### config.mk
export PLATFORM = sky130hd
export DESIGN_NAME = fp_mul_wb_flat
export DESIGN_NICKNAME = d
export VERILOG_FILES = /design/src/rtl/fp_pkg.sv /design/src/rtl/fp_mul_wb_if.sv /design/src/rtl/fp_mul_wb_fifo.sv /design/src/rtl/fp_mul_wb.sv /design/src/flat_wrapper.sv
export SDC_FILE = /design/constraint.sdc
export NUM_CORES = 1
export LEC_CHECK = 0
export ABC_CLOCK_PERIOD_IN_PS = 6300
export BUFFER_PORTS_ARGS = -buffer_cell sky130_fd_sc_hd__buf_4
export CORE_MARGIN = 10
export CORE_UTILIZATION = 55
export CTS_CLUSTER_DIAMETER = 120
export DETAILED_ROUTE_END_ITERATION = 6
export GPL_ROUTABILITY_DRIVEN = 0
export PLACE_DENSITY = 0.79
export SETUP_SLACK_MARGIN = 0.4
export SKIP_LAST_GASP = 1
export SYNTH_ARGS = -nofsm -noshare
export SYNTH_HDL_FRONTEND = slang
export SYNTH_SLANG_ARGS = --single-unit
### constraint.sdc
create_clock -name clk -period 6.3 [get_ports clk]
set_input_delay 0.63 -clock clk [delete_from_list [all_inputs] [get_ports clk]]
set_output_delay 0.63 -clock clk [all_outputs]
set_load 0.05 [all_outputs]
### src/rtl/fp_pkg.sv
// rtl/fp_pkg.sv - shared binary32 types, write-back entry and buffer state encodings.
package fp_pkg;

    localparam int         EXP_W   = 8;
    localparam int         MAN_W   = 23;
    localparam logic [7:0] EXP_MAX = 8'hFF;
    localparam int         WB_TAG_W = 4;

    typedef struct packed {
        logic             sign;
        logic [EXP_W-1:0] exp;
        logic [MAN_W-1:0] man;
    } fp32_t;

    typedef enum logic [2:0] {
        RM_RNE = 3'b000,
        RM_RTZ = 3'b001,
        RM_RDN = 3'b010,
        RM_RUP = 3'b011,
        RM_RMM = 3'b100
    } rmode_e;

    typedef struct packed {
        fp32_t               z;
        logic                ovrf;
        logic                udrf;
        logic [WB_TAG_W-1:0] tag;
    } wb_entry_t;

    typedef enum logic [1:0] {
        WB_EMPTY   = 2'd0,
        WB_PARTIAL = 2'd1,
        WB_FULL    = 2'd2
    } wb_state_e;

    // {is_nan, is_inf, is_zero, is_subnormal}
    function automatic logic [3:0] fp_class(input fp32_t v);
        logic exp_ones, exp_zero, man_zero;
        exp_ones = (v.exp == EXP_MAX);
        exp_zero = (v.exp == '0);
        man_zero = (v.man == '0);
        return {exp_ones & ~man_zero, exp_ones & man_zero,
                exp_zero & man_zero,  exp_zero & ~man_zero};
    endfunction

    function automatic logic is_inf_or_max(input fp32_t v);
        return ((v.exp == EXP_MAX) && (v.man == '0)) ||
               ({v.exp, v.man} == 31'h7F7F_FFFF);
    endfunction

endpackage

### src/rtl/fp_mul_wb_if.sv
// rtl/fp_mul_wb_if.sv - producer/consumer handshake bundle of the fp_mul write-back buffer.
interface fp_mul_wb_if #(
    parameter int TAG_W = 4
);
    logic             in_valid;
    logic             in_ready;
    logic [31:0]      in_z;
    logic             in_ovrf;
    logic             in_udrf;
    logic [TAG_W-1:0] in_tag;
    logic             out_valid;
    logic             out_ready;
    logic [31:0]      out_z;
    logic             out_ovrf;
    logic             out_udrf;
    logic [TAG_W-1:0] out_tag;

    modport master (
        output in_valid, in_z, in_ovrf, in_udrf, in_tag, out_ready,
        input  in_ready, out_valid, out_z, out_ovrf, out_udrf, out_tag
    );

    modport slave (
        input  in_valid, in_z, in_ovrf, in_udrf, in_tag, out_ready,
        output in_ready, out_valid, out_z, out_ovrf, out_udrf, out_tag
    );
endinterface

### src/rtl/fp_mul_wb_fifo.sv
// rtl/fp_mul_wb_fifo.sv - generic synchronous FIFO with EMPTY/PARTIAL/FULL tracking.
module fp_mul_wb_fifo
    import fp_pkg::*;
#(
    parameter int  DEPTH   = 4,
    parameter type entry_t = wb_entry_t
) (
    input  logic                       clk,
    input  logic                       rst_n,
    input  logic                       wr_valid,
    output logic                       wr_ready,
    input  entry_t                     wr_data,
    output logic                       rd_valid,
    input  logic                       rd_ready,
    output entry_t                     rd_data,
    output logic [$clog2(DEPTH+1)-1:0] count
);

    localparam int               PTR_W    = $clog2(DEPTH);
    localparam int               CNT_W    = $clog2(DEPTH+1);
    localparam logic [CNT_W-1:0] FULL_CNT = CNT_W'(DEPTH);

    entry_t           mem [DEPTH];
    logic [PTR_W-1:0] wr_ptr;
    logic [PTR_W-1:0] rd_ptr;
    wb_state_e        state;
    logic             push;
    logic             pop;
    logic [CNT_W-1:0] count_inc;
    logic [CNT_W-1:0] count_dec;

    assign wr_ready  = (count != FULL_CNT);
    assign push      = wr_valid & wr_ready;
    assign pop       = rd_valid & rd_ready;
    assign count_inc = count + CNT_W'(1);
    assign count_dec = count - CNT_W'(1);
    // Head reads as zero while empty so stale entries never leak out.
    assign rd_data   = rd_valid ? mem[rd_ptr] : '0;

    always_ff @(posedge clk or negedge rst_n) begin
        if (!rst_n) begin
            wr_ptr   <= '0;
            rd_ptr   <= '0;
            count    <= '0;
            state    <= WB_EMPTY;
            rd_valid <= 1'b0;
            for (int i = 0; i < DEPTH; i++) mem[i] <= '0;
        end else begin
            if (push) begin
                mem[wr_ptr] <= wr_data;
                wr_ptr      <= wr_ptr + PTR_W'(1);
            end
            if (pop) rd_ptr <= rd_ptr + PTR_W'(1);

            case (state)
                WB_EMPTY: begin
                    if (push) begin
                        count    <= count_inc;
                        rd_valid <= 1'b1;
                        state    <= WB_PARTIAL;
                    end
                end
                WB_PARTIAL: begin
                    if (push && !pop) begin
                        count <= count_inc;
                        if (count_inc == FULL_CNT) state <= WB_FULL;
                    end else if (pop && !push) begin
                        count <= count_dec;
                        if (count_dec == '0) begin
                            state    <= WB_EMPTY;
                            rd_valid <= 1'b0;
                        end
                    end
                end
                WB_FULL: begin
                    if (pop) begin
                        count <= count_dec;
                        state <= WB_PARTIAL;
                    end
                end
                default: begin
                    state    <= WB_EMPTY;
                    rd_valid <= 1'b0;
                    count    <= '0;
                end
            endcase
        end
    end

endmodule

### src/rtl/fp_mul_wb.sv
// rtl/fp_mul_wb.sv - fp_mul result write-back buffer with sticky exception flags.
// Optional FP_MUL_WB_CLASSIFY_EN adds head classification and an ovrf consistency flag.
module fp_mul_wb
    import fp_pkg::*;
#(
    parameter int DEPTH = 4,
    parameter int TAG_W = 4
) (
    input  logic                       clk,
    input  logic                       rst_n,
    fp_mul_wb_if.slave                 wb,
    output logic [1:0]                 flags_sticky,
    input  logic                       flags_clr,
    output logic [$clog2(DEPTH+1)-1:0] count
`ifdef FP_MUL_WB_CLASSIFY_EN
    ,
    output logic [3:0]                 out_class,
    output logic                       flag_mismatch
`endif
);

    typedef struct packed {
        fp32_t            z;
        logic             ovrf;
        logic             udrf;
        logic [TAG_W-1:0] tag;
    } entry_t;

    entry_t wr_entry;
    entry_t rd_entry;
    logic   push;

    always_comb begin
        wr_entry      = '0;
        wr_entry.z    = wb.in_z;
        wr_entry.ovrf = wb.in_ovrf;
        wr_entry.udrf = wb.in_udrf;
        wr_entry.tag  = wb.in_tag;
    end

    fp_mul_wb_fifo #(
        .DEPTH   (DEPTH),
        .entry_t (entry_t)
    ) u_fifo (
        .clk      (clk),
        .rst_n    (rst_n),
        .wr_valid (wb.in_valid),
        .wr_ready (wb.in_ready),
        .wr_data  (wr_entry),
        .rd_valid (wb.out_valid),
        .rd_ready (wb.out_ready),
        .rd_data  (rd_entry),
        .count    (count)
    );

    assign push        = wb.in_valid & wb.in_ready;
    assign wb.out_z    = rd_entry.z;
    assign wb.out_ovrf = rd_entry.ovrf;
    assign wb.out_udrf = rd_entry.udrf;
    assign wb.out_tag  = rd_entry.tag;

    // A flag arriving with a clear survives it.
    always_ff @(posedge clk or negedge rst_n) begin
        if (!rst_n) begin
            flags_sticky <= 2'b00;
        end else begin
            flags_sticky <= (flags_clr ? 2'b00 : flags_sticky)
                          | (push ? {wb.in_ovrf, wb.in_udrf} : 2'b00);
        end
    end

`ifdef FP_MUL_WB_CLASSIFY_EN
    assign out_class = wb.out_valid ? fp_class(rd_entry.z) : 4'b0000;

    always_ff @(posedge clk or negedge rst_n) begin
        if (!rst_n) begin
            flag_mismatch <= 1'b0;
        end else begin
            flag_mismatch <= (flags_clr ? 1'b0 : flag_mismatch)
                           | (push & wb.in_ovrf & ~is_inf_or_max(wr_entry.z));
        end
    end
`endif

endmodule

### src/flat_wrapper.sv
// flat-port wrapper written by rule: the top's interface ports become plain ports
module fp_mul_wb_flat import fp_pkg::*;
#(
    parameter int DEPTH = 4,
    parameter int TAG_W = 4
)
  (clk, rst_n, flags_sticky, flags_clr, count, wb_in_valid, wb_in_z, wb_in_ovrf, wb_in_udrf, wb_in_tag, wb_out_ready, wb_in_ready, wb_out_valid, wb_out_z, wb_out_ovrf, wb_out_udrf, wb_out_tag);
  fp_mul_wb_if #(.TAG_W(TAG_W)) wb_i ();
  input  logic clk;
  input  logic rst_n;
  output logic [1:0] flags_sticky;
  input  logic flags_clr;
  output logic [$clog2(DEPTH+1)-1:0] count;
  input wire logic [$bits(wb_i.in_valid)-1:0] wb_in_valid;
  input wire logic [$bits(wb_i.in_z)-1:0] wb_in_z;
  input wire logic [$bits(wb_i.in_ovrf)-1:0] wb_in_ovrf;
  input wire logic [$bits(wb_i.in_udrf)-1:0] wb_in_udrf;
  input wire logic [$bits(wb_i.in_tag)-1:0] wb_in_tag;
  input wire logic [$bits(wb_i.out_ready)-1:0] wb_out_ready;
  output wire logic [$bits(wb_i.in_ready)-1:0] wb_in_ready;
  output wire logic [$bits(wb_i.out_valid)-1:0] wb_out_valid;
  output wire logic [$bits(wb_i.out_z)-1:0] wb_out_z;
  output wire logic [$bits(wb_i.out_ovrf)-1:0] wb_out_ovrf;
  output wire logic [$bits(wb_i.out_udrf)-1:0] wb_out_udrf;
  output wire logic [$bits(wb_i.out_tag)-1:0] wb_out_tag;
  assign wb_i.in_valid = wb_in_valid;
  assign wb_i.in_z = wb_in_z;
  assign wb_i.in_ovrf = wb_in_ovrf;
  assign wb_i.in_udrf = wb_in_udrf;
  assign wb_i.in_tag = wb_in_tag;
  assign wb_i.out_ready = wb_out_ready;
  assign wb_in_ready = wb_i.in_ready;
  assign wb_out_valid = wb_i.out_valid;
  assign wb_out_z = wb_i.out_z;
  assign wb_out_ovrf = wb_i.out_ovrf;
  assign wb_out_udrf = wb_i.out_udrf;
  assign wb_out_tag = wb_i.out_tag;
  fp_mul_wb #(.DEPTH(DEPTH), .TAG_W(TAG_W)) u_core (.clk(clk), .rst_n(rst_n), .wb(wb_i), .flags_sticky(flags_sticky), .flags_clr(flags_clr), .count(count));
endmodule
==> results of run 1 <==
[path summary, 6_finish.rpt]
kind	to	start	depth (start not counted)	slack (ns)
min reg2reg	u_core.u_fifo.mem[1]	u_core.u_fifo.mem[1]	1	0.50
max reg2reg	u_core.u_fifo.mem[149]	u_core.u_fifo.count[0]	6	3.73
max	wb_out_tag[0]	u_core.u_fifo.rd_ptr[0]	4	2.97
max in group asynchronous	u_core.u_fifo.mem[150]	rst_n	2	4.54
min	u_core.u_fifo.mem[126]	rst_n	1	0.24
min in group clk	u_core.flags_sticky[0]	flags_clr	2	0.40
[state kept, by name, indices dropped and copies added (netlist names)]
name and count:
u_core.flags_sticky 2, u_core.u_fifo.rd_valid 1, u_core.u_fifo.mem 152, u_core.u_fifo.state 2
u_core.u_fifo.wr_ptr 2, u_core.u_fifo.count 3, u_core.u_fifo.rd_ptr 2
[critical path: cells and delay by family, from the launching register on]
kind	cells	cell delay, ns
flops	1	0.82
buf+inv	2	0.70
mux	1	0.55
simple gates	1	0.20
[cells by family (layout without fill, tap and decap cells)]
| logic type | count (synthesis) | count (layout) |
|---|---|---|
| XOR/XNOR | 6 | 6 |
| AO/OA/AOI/OAI | 23 | 23 |
| AND/OR/NAND/NOR | 60 | 60 |
| multiplexers | 190 | 190 |
| buffers and inverters | 44 | 133 |
| adder cells (fa/ha/maj) | 12 | 12 |
| flip-flops | 164 | 164 |
[Yosys cell counts]
master	number	area [sq um]
a21bo_4	1	16.3
a2111oi_0	1	8.76
buf_12	5	100
a211oi_1	3	22.5
buf_1	1	3.75
o21bai_1	1	7.51
xnor2_1	5	43.8
and4_1	1	8.76
nand2_1	10	37.5
clkbuf_1	7	26.3
and2_1	38	238
mux2_4	40	601
dfrtp_1	164	4100
o31a_1	1	8.76
nand2_4	2	22.5
o211ai_1	1	7.51
buf_6	6	67.6
nor3b_1	1	7.51
nor2b_1	2	12.5
a2111o_1	1	11.3
or4b_1	1	10.0
mux2_2	112	1260
nor2_1	2	7.51
nand2b_1	1	6.26
ha_1	12	150
inv_1	11	41.3
xor2_1	1	8.76
o21ai_0	8	40.0
inv_4	1	6.26
o2bb2ai_2	1	15.0
o22ai_1	1	6.26
o31ai_1	3	22.5
nand4_1	1	6.26
nor3_1	1	5.00
buf_2	13	65.1
o21a_1	1	7.51
mux4_2	38	856
[stage by stage]
stage	hold WS (ns)	area [sq um]
finish	0.236	9110
CTS	0.270	9110
detailed placement	0.487	8520
floorplan	0.334	7870
global placement	0.481	8520
global route	0.303	9110
[layer usage]
metal / GRT usage, % / wire length [um] / share of wire (%)
met1: 22.1 / 7390 / 46
met2: 26.9 / 7840 / 49
met3: 4.12 / 584 / 3.6
met4: 6.14 / 233 / 1.5
met5: 0 / 0 / 0
[final cells by class]
cell class | instances | area, sq um | area share [%]
multi-input combinational | 291 | 3460 | 38.0
inverter | 12 | 47.5 | 0.522
sequential | 164 | 4110 | 45.1
clock buffer | 23 | 488 | 5.36
tap | 180 | 225 | 2.47
clock inverter | 8 | 100 | 1.10
timing repair buffer | 90 | 679 | 7.46
==> flow_metrics.py, run 1 <==
metrics = {
    "route": {
        "num_vias": 4371,
        "wl_per_cell_um": 20.9,
        "drtAntennaViolNets": 0,
        "firstDrtPassIters": 4,
        "viasPerCell": 5.69,
        "drt_wl_total_um": 16000,
        "drtIter0Drc": 162,
        "drc_errors": 0,
    },
    "clock_tree": {
        "cts_tree": "built",
        "clk_pin_slew_ns": 0.06,
        "cts_hold_buf": 0,
        "root_buffer": "clkbuf_16",
        "clkLatencyLatePin_ns": 0.42,
        "post_cts_resized": 0,
        "numClockSinks": 164,
        "numCtsBuffers": 17,
        "cts_max_level": 4,
        "cts_buffer_depth": 2,
        "postCtsSetupBuffers": 0,
    },
    "grt": {
        "grt_pass1_wl_um": 26700,
        "grt_use_total_pct": 16.9,
        "grt_pass1_vias": 5030,
        "grt_max_degree": 85,
        "overflow": 0,
        "antenna_found_initial": 0,
    },
    "placed_design": {
        "place_inst": 737,
        "io_buffers": 87,
        "dpl_worst_slack_ns": 3.34,
        "hpwl_um": 10000,
    },
    "yosys": {
        "synthXorXnorAreaFrac_pct": 0.668,
        "syn_avg_cell_area_sq_um": 15.8,
        "ys_ff_latch": 164,
        "synth_mux_area_share_pct": 34.5,
        "netlist_instances": 499,
        "synth_top_family_by_area": "multiplexers",
        "synthAdderAreaFrac_pct": 1.91,
        "seq_area_frac_synth_pct": 52.1,
        "syn_nets": 554,
        "synth-compound-area-share_pct": 2.21,
        "yosysUniqueCellTypes": 37,
        "netlist_area_sq_um": 7870,
        "yosys_warnings": 0,
        "yosys.area_share.simple_pct": 4.59,
    },
    "worst_hold_path": {
        "hp-class": "in -> async",
    },
    "cells_and_area": {
        "instances_no_fill": 768,
        "antenna_cells": 0,
        "utilization_pct": 65.4,
        "layout_commonest_cell": "dfrtp_1",
        "post_route_cells_drive_above_1_share_pct": 54.1,
        "num-fill-cells": 1010,
        "syn_to_final_growth_pct": 15.7,
        "fin_nets": 631,
        "final_cell_mix": "162 x dfrtp_1, 112 x mux2_2, 89 x buf_4",
    },
    "worst_setup_path": {
        "arrival_ns": 2.70,
        "critPathSlowestCell": "dfrtp_2",
        "critical_path_required_ns": 5.67,
        "cp_slowest_stage_delay_ns": 0.82,
        "crit_top_cell": "buf_4",
        "end_kind": "primary output",
        "crit_type": "reg -> out",
        "path_cells": "buf_4 > mux4_2 > and2_1 > buf_4",
        "worst_setup_path_start_kind": "flop",
        "cp_max_fo": 21,
    },
    "floorplan": {
        "start_util_pct": 56.5,
        "core_sq_um": 13900,
        "dieHeight_um": 140,
        "design.die.area_sq_um": 19500,
        "num_rows": 43,
        "num_io_pins": 88,
        "die_w_um": 140,
    },
    "sta": {
        "hold_viol": 0,
        "finClkSkew_ns": 0.00889,
        "setup_violations": 0,
        "fin_setup_tns_ns": 0,
        "period_share_pct": 52.9,
        "slew_headroom_pct": 25.6,
        "rsz0062_at_grt": "false",
        "slew_viol_final": 0,
        "layout_setup_ws_ns": 2.97,
        "worstMarginPinSlew_ns": 1.11,
        "min_period_ns": 3.33,
        "fmax_mhz": 300,
    },
    "flow_run": {
        "maxCapViolCount": 0,
    },
    "run_status": {
        "status": "completed",
    },
}
Power of run 1 is not shown: default switching activity piles up to over one toggle a cycle in this logic, so the estimate is an artifact.
==> run 2: changes to the inputs <==
ABC_CLOCK_PERIOD_IN_PS = 3050   (was 6300)
CORE_UTILIZATION = 53   (was 55)
clock period = 3.05 ns   (was 6.3 ns; I/O delays follow)
==> run 2 against run 1 <==
Compared with the run above: final area rose by 1.3%; sequential share of layout area fell by 0.57 points; clock skew fell by 0.0016 ns; critical path depth did not move; register-to-register slack got worse by 3.0 ns; sequential cell count did not move; setup slack got worse by 2.5 ns; hold slack got worse by 0.15 ns; via count rose by 2.7%; non-clock buffer count rose by 9; critical endpoint is now wb_out_z[31].
==> flow_metrics.py, run 2 (synthesized netlist as in run 1, its figures left out) <==
metrics = {
    "run_status": {
        "status": "completed",
    },
    "sta": {
        "worstMarginPinSlew_ns": 0.760,
        "slew_headroom_pct": 49.3,
        "min_period_ns": 2.55,
        "rsz0062_at_grt": "false",
        "fin_setup_tns_ns": 0,
        "hold_viol": 0,
        "slew_viol_final": 0,
        "finClkSkew_ns": 0.00727,
        "period_share_pct": 83.5,
        "setup_violations": 0,
        "fmax_mhz": 392,
    },
    "cells_and_area": {
        "largest_reg_flops": 152,
        "fin_nets": 640,
        "top_register": "u_core.u_fifo.mem",
        "syn_to_final_growth_pct": 17.2,
        "antenna_cells": 0,
        "num-fill-cells": 1043,
        "top_regs": "u_core.u_fifo.mem (152), u_core.u_fifo.count (3)",
        "post_route_cells_drive_above_1_share_pct": 54.5,
        "final_cell_mix": "162 x dfrtp_1, 112 x mux2_2, 96 x buf_4",
        "layout_commonest_cell": "dfrtp_1",
    },
    "floorplan": {
        "start_util_pct": 54.1,
        "core_sq_um": 14500,
        "num_io_pins": 88,
        "dieHeight_um": 142,
        "num_rows": 44,
        "die_w_um": 142,
        "design.die.area_sq_um": 20100,
    },
    "worst_setup_path": {
        "r2r_start": "u_core.u_fifo.count[0]",
        "critical_path_required_ns": 2.74,
        "r2r_slack_ns": 0.70,
        "cp_max_fo": 24,
        "r2r_cells": 9,
        "worst_setup_path_start_kind": "flop",
        "crit_type": "reg -> out",
        "regToRegEndpoint": "u_core.u_fifo.count[2]",
        "arrival_ns": 2.24,
        "end_kind": "primary output",
    },
    "worst_hold_path": {
        "hp-class": "in -> reg",
        "hp-start": "flags_clr",
        "hold_path_end": "u_core.flags_sticky[1]",
        "hold_depth": 2,
    },
    "route": {
        "drc_errors": 0,
        "drtIter0Drc": 205,
        "num_vias": 4487,
        "firstDrtPassIters": 4,
        "drt_wl_total_um": 16700,
        "drtAntennaViolNets": 0,
        "viasPerCell": 5.74,
        "wl_per_cell_um": 21.4,
    },
    "grt": {
        "grt_pass1_wl_um": 27200,
        "grt_use_total_pct": 17.0,
        "grt_pass1_vias": 5109,
        "grt_max_degree": 76,
        "antenna_found_initial": 0,
        "overflow": 0,
    },
    "flow_run": {
        "maxCapViolCount": 0,
    },
    "clock_tree": {
        "clkLatencyLatePin_ns": 0.43,
        "cts_max_level": 4,
        "post_cts_resized": 0,
        "clk_pin_slew_ns": 0.06,
        "numCtsBuffers": 17,
        "cts_buffer_depth": 2,
        "postCtsSetupBuffers": 0,
        "cts_hold_buf": 1,
        "cts_tree": "built",
        "root_buffer": "clkbuf_16",
        "numClockSinks": 164,
    },
    "placed_design": {
        "io_buffers": 87,
        "hpwl_um": 10800,
    },
}
-- run 2: metrics by stage --
step / utilization, % / setup slack (ns) / area [sq um] / std cells / hold slack, ns
after floorplan: - / 0.611 / 7870 / 499 / 0.00941
after global placement: 59.2 / 0.842 / 8600 / 749 / 0.373
after global routing: 63.5 / 0.419 / 9220 / 782 / 0.0920
after detailed placement: 59.2 / 0.717 / 8600 / 749 / 0.384
after CTS: 63.5 / 0.497 / 9220 / 782 / 0.0718
final: 63.5 / 0.502 / 9220 / 782 / 0.0855
-- run 2: worst max-delay path, stage by stage, from the launching register on --
cell	delay, ns
dfrtp_2	0.80
buf_4	0.31
mux4_2	0.31
and2_1	0.19
buf_4	0.19
-- run 2: routing by layer --
layer,vias to the layer above,part of all wire (%),wire (um),track usage (%)
met1,2361,45,7440,22.2
met5,-,0,0,0
met3,21,5.8,970,5.51
li1,1980,-,-,-
met2,125,49,8120,26.7
met4,0,1.2,193,4.73
-- run 2: cell type report --
class	instances	area, sq um	share of cell area [%]
Sequential cell	164	4110	44.5
Tap cell	184	230	2.50
Clock buffer	20	437	4.73
Timing Repair Buffer	99	762	8.26
Clock inverter	12	180	1.95
Multi-Input combinational cell	291	3460	37.5
Inverter	12	47.5	0.515
-- run 2: worst max-delay path by stage --
| stage | from | end | depth (start not counted) |
|---|---|---|---|
| floorplan | u_core.u_fifo.count[0] | u_core.u_fifo.count[2] | 10 |
| global placement | u_core.u_fifo.count[0] | u_core.u_fifo.mem[89] | 7 |
| detailed placement | u_core.u_fifo.count[0] | u_core.u_fifo.count[2] | 9 |
| CTS | u_core.u_fifo.rd_ptr[1] | wb_out_z[31] | 4 |
| global route | u_core.u_fifo.rd_ptr[1] | wb_out_tag[1] | 4 |
| finish | u_core.u_fifo.rd_ptr[1] | wb_out_z[31] | 4 |
Power of run 2 is left out for the same reason.
==> run 3: changes to the inputs <==
ABC_CLOCK_PERIOD_IN_PS = 2120   (was 3050)
clock period = 2.12 ns   (was 3.05 ns; I/O delays follow)
==> run 3 against run 2 <==
Compared with the run above: the flow now finishes with violations (negative setup slack); clock-buffer cell count grew 1; via count grew 11%; core utilization is 11 points higher; wire length increased by 33%; critical path type unchanged; critical endpoint is now wb_out_z[10]; non-clock buffer count grew 61.
==> flow_metrics.py, run 3 (synthesized netlist as in run 1, its figures left out) <==
metrics = {
    "sta": {
        "rsz0062_at_grt": "true",
        "period_share_pct": 105,
        "slew_headroom_pct": 65.8,
        "fin_hold_ws_ns": 0.0360,
        "layout_setup_ws_ns": -0.114,
        "hold_viol": 0,
        "worstMarginPinSlew_ns": 0.510,
        "slew_viol_final": 0,
        "fmax_mhz": 448,
        "setup_violations": 38,
        "min_period_ns": 2.23,
        "finClkSkew_ns": 0.00932,
    },
    "worst_setup_path": {
        "cp_slowest_stage_delay_ns": 0.49,
        "crit_family": "buffers and inverters",
        "path_cells": "buf_6 > buf_12 > clkbuf_16 > mux4_2 > and2_4 > buf_6",
        "regToRegEndpoint": "u_core.u_fifo.count[2]",
        "cp_max_fo": 5,
        "crit_type": "reg -> out",
        "worst_setup_path_start_kind": "flop",
        "arrival_ns": 2.02,
        "r2r_cells": 9,
        "r2r_slack_ns": 0.19,
        "crit_top_cell": "buf_6",
        "critical_path_required_ns": 1.91,
        "worstPathBufferInverterCount": 4,
        "end_kind": "primary output",
        "critPathSlowestCell": "mux4_2",
        "r2r_start": "u_core.u_fifo.count[1]",
    },
    "clock_tree": {
        "root_buffer": "clkbuf_16",
        "cts_tree": "built",
        "cts_buffer_depth": 2,
        "clk_pin_slew_ns": 0.06,
        "numCtsBuffers": 17,
        "cts_max_level": 4,
        "clkLatencyLatePin_ns": 0.44,
        "numClockSinks": 164,
    },
    "grt": {
        "grt_use_total_pct": 19.4,
        "grt_pass1_vias": 5430,
        "overflow": 0,
        "grt_pass1_wl_um": 30300,
        "antenna_found_initial": 0,
        "grt_max_degree": 69,
    },
    "cells_and_area": {
        "antenna_cells": 0,
        "layout_commonest_cell": "dfrtp_1",
        "top_register": "u_core.u_fifo.mem",
        "post_route_cells_drive_above_1_share_pct": 66.4,
        "regArea_sq_um": 4110,
        "num-fill-cells": 815,
        "fin_nets": 701,
        "top_regs": "u_core.u_fifo.mem (152), u_core.u_fifo.count (3)",
        "syn_to_final_growth_pct": 38.2,
        "largest_reg_flops": 152,
        "multi_input_area_sq_um": 3850,
        "final_cell_mix": "159 x dfrtp_1, 82 x mux2_4, 70 x mux2_2",
    },
    "worst_hold_path": {
        "hp-start": "wb_in_tag[2]",
        "hold_depth": 2,
        "hold_path_end": "u_core.u_fifo.mem[40]",
        "hp-class": "in -> reg",
    },
    "placed_design": {
        "io_buffers": 87,
        "hpwl_um": 10700,
    },
    "route": {
        "drc_errors": 0,
        "viasPerCell": 5.93,
        "drtIter0Drc": 400,
        "drt_wl_total_um": 22200,
        "firstDrtPassIters": 4,
        "wl_per_cell_um": 26.4,
        "drtAntennaViolNets": 0,
        "num_vias": 4994,
    },
    "flow_run": {
        "maxCapViolCount": 0,
    },
    "floorplan": {
        "design.die.area_sq_um": 20100,
        "core_sq_um": 14500,
        "dieHeight_um": 142,
        "num_io_pins": 88,
        "num_rows": 44,
        "start_util_pct": 54.1,
        "die_w_um": 142,
    },
    "run_status": {
        "violations": "negative setup slack",
        "status": "complete, but fails checks",
    },
}
==> run 3: cell type report <==
class	count	area share (%)
Clock inverter	10	0.782
Inverter	12	0.483
Sequential cell	164	37.8
Tap cell	184	2.12
Multi-Input combinational cell	291	35.4
Clock buffer	21	4.14
Timing Repair Buffer	160	19.3
==> run 3: per-stage QoR <==
step	cells	setup slack (ns)	utilization [%]	cell area, sq um	setup TNS (ns)
floorplan	499	-0.00633	-	7970	-0.00633
global placement	754	0.236	60.5	8790	0
detailed placement	754	0.131	60.5	8790	0
CTS	812	-0.116	68.6	9970	-2.81
global route	842	-0.164	74.9	10900	-4.57
finish	842	-0.114	74.9	10900	-2.54
==> run 3: how the worst max path moves through the flow <==
stage          depth (start not counted)                      to                    start  slack (ns)
2_1_floorplan                         10  u_core.u_fifo.count[2]   u_core.u_fifo.count[0]      -0.006
3_3_place_gp                           9  u_core.u_fifo.count[2]   u_core.u_fifo.count[1]        0.24
3_5_place_dp                           9  u_core.u_fifo.count[2]   u_core.u_fifo.count[0]        0.13
4_1_cts                                4             wb_out_udrf  u_core.u_fifo.rd_ptr[0]       -0.12
5_1_grt                                6             wb_out_z[9]  u_core.u_fifo.rd_ptr[0]       -0.16
6_report                               6            wb_out_z[10]  u_core.u_fifo.rd_ptr[0]       -0.11
==> run 3: repair_timing <==
item | in CTS | in global routing
gates cloned | 12 | 10
gates resized for setup | 45 | 132
pin swaps | 3 | 1
hold buffers | 2 | 0
setup endpoints to repair | 195 | 189
buffers inserted | 13 | 20
hold endpoints to repair | 38 | 0
==> run 3: per-layer routing <==
| layer | routed length, um | global-route usage [%] | vias to the layer above |
|---|---|---|---|
| li1 | - | - | 2122 |
| met1 | 9370 | 24.3 | 2670 |
| met2 | 11100 | 32.4 | 167 |
| met3 | 1240 | 5.37 | 35 |
| met4 | 429 | 5.11 | 0 |
| met5 | 0 | 0 | - |
Power of run 3 is left out for the same reason.
